### src/rtl/pid_param.sv
// pid_param: two-stage pipelined PID steering controller.
// Inputs are a signed heading error and an unsigned forward speed. Outputs are
// signed left/right wheel speeds with a one-cycle valid strobe, two edges after
// the error strobe.
// Optional feature macro: PID_INT_CLAMP_EN. When defined, an integrator overflow
// saturates to the signed INT_W limit. When undefined, the integrator holds its
// previous value on overflow.
module pid_param #(
  parameter int ERR_W   = 12,
  parameter int SAT_W   = 10,
  parameter int FRWRD_W = 10,
  parameter int SPD_W   = 11,
  parameter int INT_W   = 15,
  parameter int I_SHIFT = 6,
  parameter int D_LAG   = 3
) (
  input  logic                     clk,
  input  logic                     rst,
  input  logic                     moving,
  input  logic                     err_vld,
  input  logic signed [ERR_W-1:0]  error,
  input  logic [FRWRD_W-1:0]       frwrd,
  input  logic [5:0]               p_coeff,
  input  logic [4:0]               d_coeff,
  output logic signed [SPD_W-1:0]  lft_spd,
  output logic signed [SPD_W-1:0]  rght_spd,
  output logic                     spd_vld
);

  localparam int P_W   = SAT_W + 6;   // P term width
  localparam int DD_W  = SAT_W + 1;   // raw derivative difference width
  localparam int DT_W  = 14;          // 8-bit clamped diff times 6-bit zero-extended gain
  localparam int PID_W = SAT_W + 7;   // PID sum width
  localparam int LR_W  = SPD_W + 2;   // pre-clamp wheel speed width

  localparam logic signed [ERR_W-1:0] SAT_HI = ERR_W'((1 << (SAT_W - 1)) - 1);
  localparam logic signed [ERR_W-1:0] SAT_LO = ~SAT_HI;
  localparam logic signed [DD_W-1:0]  DCL_HI = DD_W'(127);
  localparam logic signed [DD_W-1:0]  DCL_LO = ~DCL_HI;
  localparam logic signed [LR_W-1:0]  SPD_HI = LR_W'((1 << (SPD_W - 1)) - 1);
  localparam logic signed [LR_W-1:0]  SPD_LO = ~SPD_HI;
`ifdef PID_INT_CLAMP_EN
  localparam logic signed [INT_W-1:0] INT_MAX = {1'b0, {(INT_W - 1){1'b1}}};
  localparam logic signed [INT_W-1:0] INT_MIN = {1'b1, {(INT_W - 1){1'b0}}};
`endif

  // Error history and stage-1 registers
  logic signed [SAT_W-1:0] hist_q [D_LAG];
  logic signed [SAT_W-1:0] hist_d [D_LAG];
  logic signed [P_W-1:0]   p_term_q, p_term_d;
  logic signed [DT_W-1:0]  d_term_q, d_term_d;
  logic signed [INT_W-1:0] integ_q, integ_d;
  logic [FRWRD_W-1:0]      frwrd_q, frwrd_d;
  logic                    s1_vld_q, s1_vld_d;

  // Output registers
  logic signed [SPD_W-1:0] lft_spd_q, lft_spd_d;
  logic signed [SPD_W-1:0] rght_spd_q, rght_spd_d;
  logic                    spd_vld_q, spd_vld_d;

  // Combinational datapath
  logic signed [SAT_W-1:0] err_sat;
  logic signed [P_W-1:0]   p_term;
  logic signed [DD_W-1:0]  d_diff;
  logic signed [7:0]       d_sat;
  logic signed [DT_W-1:0]  d_term;
  logic signed [INT_W-1:0] int_sum;
  logic                    int_ovf;
  logic signed [INT_W-1:0] int_upd;
  logic signed [INT_W-1:0] i_term;
  logic signed [PID_W-1:0] pid;
  logic signed [LR_W-1:0]  steer;
  logic signed [LR_W-1:0]  lft_full, rght_full;
  logic signed [SPD_W-1:0] lft_sat, rght_sat;

  // Clamp the raw error into the signed SAT_W range
  always_comb begin
    err_sat = error[SAT_W-1:0];
    if (error > SAT_HI) begin
      err_sat = SAT_HI[SAT_W-1:0];
    end else if (error < SAT_LO) begin
      err_sat = SAT_LO[SAT_W-1:0];
    end
  end

  // P and D terms; the derivative compares against the oldest history entry
  always_comb begin
    p_term = P_W'(err_sat) * P_W'($signed({1'b0, p_coeff}));
    d_diff = DD_W'(err_sat) - DD_W'(hist_q[D_LAG-1]);
    d_sat  = d_diff[7:0];
    if (d_diff > DCL_HI) begin
      d_sat = DCL_HI[7:0];
    end else if (d_diff < DCL_LO) begin
      d_sat = DCL_LO[7:0];
    end
    d_term = DT_W'(d_sat) * DT_W'($signed({1'b0, d_coeff}));
  end

  // Integrator accumulate with signed overflow detection
  always_comb begin
    int_sum = integ_q + INT_W'(err_sat);
    int_ovf = (integ_q[INT_W-1] == err_sat[SAT_W-1]) &&
              (int_sum[INT_W-1] != integ_q[INT_W-1]);
`ifdef PID_INT_CLAMP_EN
    int_upd = int_ovf ? (integ_q[INT_W-1] ? INT_MIN : INT_MAX) : int_sum;
`else
    int_upd = int_ovf ? integ_q : int_sum;
`endif
  end

  // History shift: each tap loads its upstream neighbour on a sample
  for (genvar gi = 0; gi < D_LAG; gi++) begin : g_hist
    logic signed [SAT_W-1:0] src;
    if (gi == 0) begin : g_head
      assign src = err_sat;
    end else begin : g_tail
      assign src = hist_q[gi-1];
    end
    assign hist_d[gi] = !moving ? '0 : (err_vld ? src : hist_q[gi]);

    // History tap register
    always_ff @(posedge clk) begin
      if (rst) begin
        hist_q[gi] <= '0;
      end else begin
        hist_q[gi] <= hist_d[gi];
      end
    end
  end

  // Stage-1 next state: clear when stopped, load on a sample, otherwise hold
  always_comb begin
    p_term_d = p_term_q;
    d_term_d = d_term_q;
    integ_d  = integ_q;
    frwrd_d  = frwrd_q;
    s1_vld_d = 1'b0;
    if (!moving) begin
      p_term_d = '0;
      d_term_d = '0;
      integ_d  = '0;
      frwrd_d  = '0;
      s1_vld_d = err_vld;
    end else if (err_vld) begin
      p_term_d = p_term;
      d_term_d = d_term;
      integ_d  = int_upd;
      frwrd_d  = frwrd;
      s1_vld_d = 1'b1;
    end
  end

  // Stage-2 arithmetic: combine terms, steer, and clamp each wheel speed
  always_comb begin
    i_term    = integ_q >>> I_SHIFT;
    pid       = PID_W'(p_term_q >>> 1) + PID_W'(i_term) + PID_W'(d_term_q);
    steer     = LR_W'(pid >>> 3);
    lft_full  = LR_W'($signed({1'b0, frwrd_q})) + steer;
    rght_full = LR_W'($signed({1'b0, frwrd_q})) - steer;
    lft_sat   = lft_full[SPD_W-1:0];
    rght_sat  = rght_full[SPD_W-1:0];
    if (lft_full > SPD_HI) begin
      lft_sat = SPD_HI[SPD_W-1:0];
    end else if (lft_full < SPD_LO) begin
      lft_sat = SPD_LO[SPD_W-1:0];
    end
    if (rght_full > SPD_HI) begin
      rght_sat = SPD_HI[SPD_W-1:0];
    end else if (rght_full < SPD_LO) begin
      rght_sat = SPD_LO[SPD_W-1:0];
    end
  end

  // Output next state: zero when stopped, strobe still follows stage 1
  always_comb begin
    lft_spd_d  = lft_spd_q;
    rght_spd_d = rght_spd_q;
    spd_vld_d  = 1'b0;
    if (!moving) begin
      lft_spd_d  = '0;
      rght_spd_d = '0;
      spd_vld_d  = s1_vld_q;
    end else if (s1_vld_q) begin
      lft_spd_d  = lft_sat;
      rght_spd_d = rght_sat;
      spd_vld_d  = 1'b1;
    end
  end

  // Pipeline and output registers
  always_ff @(posedge clk) begin
    if (rst) begin
      p_term_q   <= '0;
      d_term_q   <= '0;
      integ_q    <= '0;
      frwrd_q    <= '0;
      s1_vld_q   <= 1'b0;
      lft_spd_q  <= '0;
      rght_spd_q <= '0;
      spd_vld_q  <= 1'b0;
    end else begin
      p_term_q   <= p_term_d;
      d_term_q   <= d_term_d;
      integ_q    <= integ_d;
      frwrd_q    <= frwrd_d;
      s1_vld_q   <= s1_vld_d;
      lft_spd_q  <= lft_spd_d;
      rght_spd_q <= rght_spd_d;
      spd_vld_q  <= spd_vld_d;
    end
  end

  assign lft_spd  = lft_spd_q;
  assign rght_spd = rght_spd_q;
  assign spd_vld  = spd_vld_q;

endmodule

### config.mk
export PLATFORM = sky130hd
export DESIGN_NAME = pid_param
export DESIGN_NICKNAME = d
export VERILOG_FILES = /design/src/rtl/pid_param.sv
export SDC_FILE = /design/constraint.sdc
export NUM_CORES = 1
export LEC_CHECK = 0
export ABC_CLOCK_PERIOD_IN_PS = 8100
export BUFFER_PORTS_ARGS = -buffer_cell sky130_fd_sc_hd__buf_2
export CAP_MARGIN = 20
export CORE_MARGIN = 2
export CORE_UTILIZATION = 51
export CTS_BUF_LIST = sky130_fd_sc_hd__clkbuf_4
export DETAILED_ROUTE_END_ITERATION = 16
export PLACE_DENSITY = 0.71
export REMOVE_ABC_BUFFERS = 1
export SYNTH_ARGS = -nofsm -noshare
export SYNTH_HDL_FRONTEND = slang
export SYNTH_SLANG_ARGS = --single-unit
export TNS_END_PERCENT = 30
### constraint.sdc
create_clock -name clk -period 8.1 [get_ports clk]
set_clock_uncertainty 0.1 [all_clocks]
set_input_delay 1.215 -clock clk [delete_from_list [all_inputs] [get_ports clk]]
set_output_delay 1.215 -clock clk [all_outputs]
set_load 0.01 [all_outputs]
## Word-level counts from Yosys, hierarchy flattened

Memory sizes are Yosys's and may differ from the RTL's.
Cells that the tools add are included.

| word-level totals | value |
|---|---|
| bits in writable memories | 30 |
| logic and storage cells | 59 |
| bits of input ports | 37 |
| output and inout port bits | 23 |
| memories kept | 1 |
| register bits | 79 |

Memories:

| name | words | bits a word | rd ports | clocked after memory_dff | write ports | RTL line | source |
|---|---|---|---|---|---|---|---|
| hist_q | 3 | 10 | 3 | 0 | 3 | 48 | `logic signed [SAT_W-1:0] hist_q [D_LAG];` |

| operators by class | value |
|---|---|
| add/sub/neg operators | 6 |
| multiplexer cells | 24 |
| reductions and logical operators | 3 |
| $mul | 2 |
| magnitude comparators | 8 |
| bitwise gates (word level) | 5 |
| eq/ne operators | 2 |

Operator list:

| operator | count |
|---|---|
| 10-bit 2-to-1 mux | 11 |
| 11-bit 2-to-1 mux | 4 |
| 13-bit by 11-bit greater-than comparator with 1-bit output (second input constant) | 2 |
| 13-bit by 11-bit < comparator with 1-bit output (second input constant) | 2 |
| 15-bit by 9-bit adder with 16-bit output | 1 |
| 16-bit by 14-bit adder with 16-bit output | 1 |
| 10-bit by 7-bit multiplier with 16-bit output | 1 |
| 8-bit 2-to-1 mux | 2 |
| 15-bit by 10-bit adder with 15-bit output | 1 |
| 8-bit by 6-bit multiplier with 14-bit output | 1 |
| 11-bit by 13-bit adder with 13-bit output | 1 |
| 11-bit by 13-bit subtractor with 13-bit output | 1 |
| 12-bit by 10-bit greater-than comparator with 1-bit output (second input constant) | 1 |
| 12-bit by 10-bit < comparator with 1-bit output (second input constant) | 1 |
| 11-bit by 8-bit greater-than comparator with 1-bit output (second input constant) | 1 |
| 11-bit by 8-bit < comparator with 1-bit output (second input constant) | 1 |
| 10-bit by 10-bit subtractor with 11-bit output | 1 |
| 1-bit 2-to-1 mux | 7 |
| 1-bit OR | 3 |
| 1-bit inverter | 2 |
| 2-bit AND reduction | 1 |
| 2-bit OR reduction | 1 |
| 1-bit == test | 1 |
| 1-bit logical AND | 1 |
| 1-bit inequality test | 1 |

## Logic depth before layout (Yosys ltp)

| depth | value |
|---|---|
| word-level depth | 8 |
| mapped depth | 32 |
| gate-level depth less buffers | 31 |

## Worst setup path after synthesis

No wires, ideal clock.

| timing path | value |
|---|---|
| kind | input to register |
| start | in error[9] |
| end | reg d_term_q[13] |
| path buffers | 2 |
| cell stages on the path | 32 |
| setup slack | 0.430 ns |
| required time | 7.914 ns |
| setup time | 0.086 ns |
| arrival time | 7.485 ns |
| cells stage by stage | clkbuf_1 -> clkbuf_1 -> nor2_1 -> nor2_1 -> nor2_1 -> a21oi_1 -> inv_1 -> fa_1 -> nor2b_1 -> o2111ai_1 -> nand3_1 -> nand2_1 -> xnor2_1 -> nor3_1 -> nor2_1 -> a21oi_1 -> nor2b_1 -> fa_1 -> inv_1 -> fa_1 -> fa_1 -> inv_1 -> ha_1 -> a21o_1 -> a21oi_1 -> o21bai_1 -> a21oi_1 -> o21bai_1 -> a211oi_1 -> o21bai_1 -> xnor2_1 -> a211oi_1 |

| on the way | value |
|---|---|
| word-level cells in the longest chain between the ends | 8 |
| elaborated cells between the ends (all ways) | 10 |
| those cells by class | add/sub: 1; mul: 1; order compare: 4; mux: 4 |

Ends and longest elaborated chain:

| item | RTL line | source |
|---|---|---|
| start: declaration | 21 | `input logic signed [ERR_W-1:0] error,` |
| 12-bit by 10-bit < comparator with 1-bit output | 81 | `end else if (error < SAT_LO) begin` |
| 10-bit 2-to-1 mux | 81 |  |
| 10-bit 2-to-1 mux (*) | 79 | `if (error > SAT_HI) begin` |
| named net err_sat[1] | 62 | `logic signed [SAT_W-1:0] err_sat;` |
| 10-bit by 10-bit subtractor with 11-bit output (*) | 89 | `d_diff = DD_W'(err_sat) - DD_W'(hist_q[D_LAG-1]);` |
| 11-bit by 8-bit < comparator with 1-bit output | 93 | `end else if (d_diff < DCL_LO) begin` |
| 8-bit 2-to-1 mux | 93 |  |
| 8-bit 2-to-1 mux (*) | 91 | `if (d_diff > DCL_HI) begin` |
| 8-bit by 6-bit multiplier with 14-bit output (*) | 96 | `d_term = DT_W'(d_sat) * DT_W'($signed({1'b0, d_coeff}));` |
| end signal: assignment | 203 | `d_term_q <= d_term_d;` |
| end: declaration | 51 | `logic signed [DT_W-1:0] d_term_q, d_term_d;` |

Mark *: on every way through the listed nets, which the timed path passes. The rest lies on a longest branch.
A chain may end at the register's enable or synchronous reset.

## Final worst setup path

| timing path | value |
|---|---|
| start | in error[11] |
| end | reg d_term_q[13] |

The elaborated chain is that of the path after synthesis.

==> Implementation_results.wiki <==
{| class="wikitable"
! Metric !! Value
|-
| Result of the run || finished, final reports clean
|-
| Main combinational cell family by area after synthesis || adder cells
|-
| Number of antenna violations at the first check in global routing || 1
|-
| Fill cell count || approximately 1900
|-
| Clock tree from TritonCTS || done
|-
| Final setup margin || 0.9764 ns
|-
| Highest fanout seen on the critical path || 19
|-
| Crit start category || input port
|-
| Clock buffer depth || 2
|-
| Slew Limit Fails || 0
|-
| Crit-path most repeated cell || sky130_fd_sc_hd__fa_1
|-
| Die Y-Extent || 148.5 um
|-
| Placeable Area || around 20000 um^2
|-
| Headroom to the max-slew limit || between 40% and 50%
|-
| Number of search-and-repair iterations in the first detailed-routing pass || 5
|-
| Drt initial violations || about 360
|-
| Vias in the first global route || 8411
|-
| Fraction of post-synthesis cell area in the top cell type by area || 20.32%
|-
| Top_reg_cell synth || sky130_fd_sc_hd__dfxtp_1
|-
| Final Wtd Congestion || 0.8155
|-
| Number of enable-type register cells in the synthesized netlist || 0
|-
| Post-route design area || between 10000 and 15000 um^2
|-
| Rows || 52
|-
| Leading cell types in the layout, fill and taps excluded || sky130_fd_sc_hd__nor2_1, sky130_fd_sc_hd__ha_1, sky130_fd_sc_hd__inv_1
|-
| Multiplexer area fraction after synthesis || under 10%
|-
| Overall track demand over capacity in global routing || between 20 and 25%
|-
| Layout overhead on the synthesized area || 6.972%
|-
| Synth area leader || sky130_fd_sc_hd__dfxtp_1
|-
| Number of primary I/O pins || 60
|-
| Slowest library cell on the worst path || sky130_fd_sc_hd__fa_1
|-
| Setup Fix Bufs, Post-CTS || 0
|-
| Total Routed Length || ~23000 um
|-
| Post-Route Setup TNS || 0 ns
|-
| Largest incremental delay on the critical path || ~0.54 ns
|-
| Count of maximum capacitance violations || 0
|-
| FFs w/ async S/R, synth || 0%
|-
| Class of the most critical hold timing path || register to register
|-
| Power density cells || between 200 and 250 nW/um^2
|-
| Worst Path Required || 8.45 ns
|-
| Complex-gate fraction of the synthesized area || between 10 and 15%
|-
| Setup Slack @ Placement || 0.4872 ns
|-
| Total Die Area || 22040 um^2
|-
| Post-cts resize count || 0
|-
| Fraction of final layout cells sized beyond drive strength 1 || under 10%
|-
| Reg2reg setup slack || between 1.5 and 2 ns
|-
| Ratio of final minimum period to clock period || between 80 and 90%
|-
| Latest clock arrival within the worst-skew pair || 0.51 ns
|-
| Wire length of the first global-routing pass || about 40000 um
|-
| Fraction of the mapped netlist area in adder cells || just under 30%
|-
| Final net count || about 1500
|-
| Measured slew at the worst slew-check pin || approximately 0.86 ns
|-
| Area of placed instances || approximately 11000 um^2
|-
| Vias per cell || between 5 and 6
|-
| Type of destination of the critical path || register
|-
| Clock sink count || approximately 110
|-
| P_leak || 5.430 nW
|-
| Synth area leaders || sky130_fd_sc_hd__dfxtp_1, sky130_fd_sc_hd__fa_1, sky130_fd_sc_hd__ha_1
|-
| Highest clock frequency the design can meet || between 100 and 150 MHz
|-
| Mean instance size in the synthesized netlist || around 8.7 um^2
|-
| Maximum number of pins on one net before global-route repair || 76
|-
| DRC violations left || 0
|-
| Sequential cell area fraction in the yosys report || 20.32%
|-
| Critical path buffer and inverter count || 2
|-
| Synthesized instance count || 1222
|-
| Number of nets with antenna violations after routing || 0
|-
| Yosys cell types || between 70 and 80
|-
| Total setup violations reported at the end of the flow || 0
|-
| Starting density of the core || 52.25%
|-
| Reg clk slew, reported paths || 0.21 ns
|-
| IR Drop Worst-Case VDD || roughly 0.11 mV
|-
| Xor and xnor fraction of the mapped netlist area || 6.573%
|-
| Non-Filler Instances || around 1500
|-
| Fin. Hold Viols || 0
|-
| Number of vias after detailed routing || around 8300
|-
| Detail Placement HPWL || about 18000 um
|-
| RSZ-0062 raised after global routing || false
|-
| Crit-path leading delay family || adder cells
|-
| Library cell used as clock root buffer || sky130_fd_sc_hd__clkbuf_4
|-
| Most common library cell in the layout ignoring fill and taps || sky130_fd_sc_hd__nor2_1
|-
| CTS H-tree depth || 3
|-
| Arrival time of the worst setup path || 7.47 ns
|-
| Port Buffer Count || 59
|-
| Clock buffer count from CTS || 9
|-
| Final worst path period need || between 7 and 8 ns
|-
| Crit Path Category || input port to register
|-
| Horizontal die dimension || 148.5 um
|-
| Post-synth design cell area || around 11000 um^2
|-
| Mean routed wirelength per cell || 15.01 um
|-
| Post-Synth Simple-Gate Area || 17.82%
|-
| Yosys warning count || 0
|-
| Count of state elements after synthesis || approximately 110
|-
| Placed Cells || approximately 1500
|-
| Hold_buf cts || 0
|-
| Remaining global-route overflow || 0
|}
## area by class of cell
cell class,instances,area [um^2],area share [%]
Multi-Input combinational cell,959,7880,69.22
Sequential cell,108,2162,18.99
Timing Repair Buffer,76,425.4,3.737
Inverter,113,424.2,3.726
Tap cell,270,337.8,2.968
Clock inverter,7,83.83,0.7364
Clock buffer,9,67.56,0.5935
Antenna cell,1,2.502,0.02198
## cells by family after synthesis
family | Yosys count
flip-flops | 108
adder cells (fa/ha/maj) | 198
multiplexers | 62
AND/OR/NAND/NOR | 400
AO/OA/AOI/OAI | 220
XOR/XNOR | 79
buffers and inverters | 155
## worst paths after layout
path | startpoint | endpoint | depth (start not counted)
hold reg to reg | rght_spd[10]$_SDFFE_PP0P_ | rght_spd[10]$_SDFFE_PP0P_ | 2
hold / removal | rght_spd[10]$_SDFFE_PP0P_ | rght_spd[10]$_SDFFE_PP0P_ | 2
setup reg to reg | hist_q[2][0]$_SDFFE_PP0P_ | d_term_q[13]$_SDFFE_PP0P_ | 23
setup / recovery | error[11] | d_term_q[13]$_SDFFE_PP0P_ | 28
## worst min-delay path, delay by kind of cell, from the launching register on
family	cells	cell delay, ns
AOI/OAI and AO/OA	1	0.06
and+or+nand+nor	1	0.04
DFF	1	0.35
## Yosys cell counts, drive strengths merged, types with 4 or more instances
library cell and number:
a31oi 8, buf 12, mux2i 62, clkbuf 29
o21ai 32, a21oi 70, a211oi 17, a221o 10
a211o 6, o21a 10, nand3 26, xor2 18
dfxtp 108, and3 7, a21o 17, nand2 88
or3 6, nor2b 35, fa 82, nand2b 7
xnor2 61, inv 112, o311a 4, nor2 141
nor3 19, o31ai 4, ha 116, o21bai 9
and2 58, nand3b 4, o211ai 9
## stage by stage
stage / power (mW) / hold WS (ns) / util [%]
after CTS: 2.798 / 0.3778 / 55.89
final: 2.777 / 0.3700 / 55.90
after detailed placement: 2.478 / 0.3452 / 55.14
after floorplan: 2.088 / 0.3403 / -
after global placement: 2.442 / 0.3363 / 55.14
after global routing: 3.073 / 0.3905 / 55.90
## report_power, final
group / total [mW] / internal, mW / switching [mW]
combinational: 1.83 / 0.809 / 1.03
clock: 0.308 / 0.0997 / 0.208
sequential: 0.635 / 0.589 / 0.0460
## flip-flops by register name (all words and copies together), names as in the netlist
name,cells
hist_q,30
frwrd_q,10
p_term_q,15
s1_vld_q,1
spd_vld,1
integ_q,15
rght_spd,11
d_term_q,14
lft_spd,11
## metal layers
layer	GRT usage (%)	vias to the layer above	part of all wire (%)
met5	0	-	0
met4	7.000	0	2.6
met1	28.01	3931	46
li1	-	4225	-
met3	3.344	35	3.6
met2	38.75	142	48
Power figures use the tool's default switching activity.
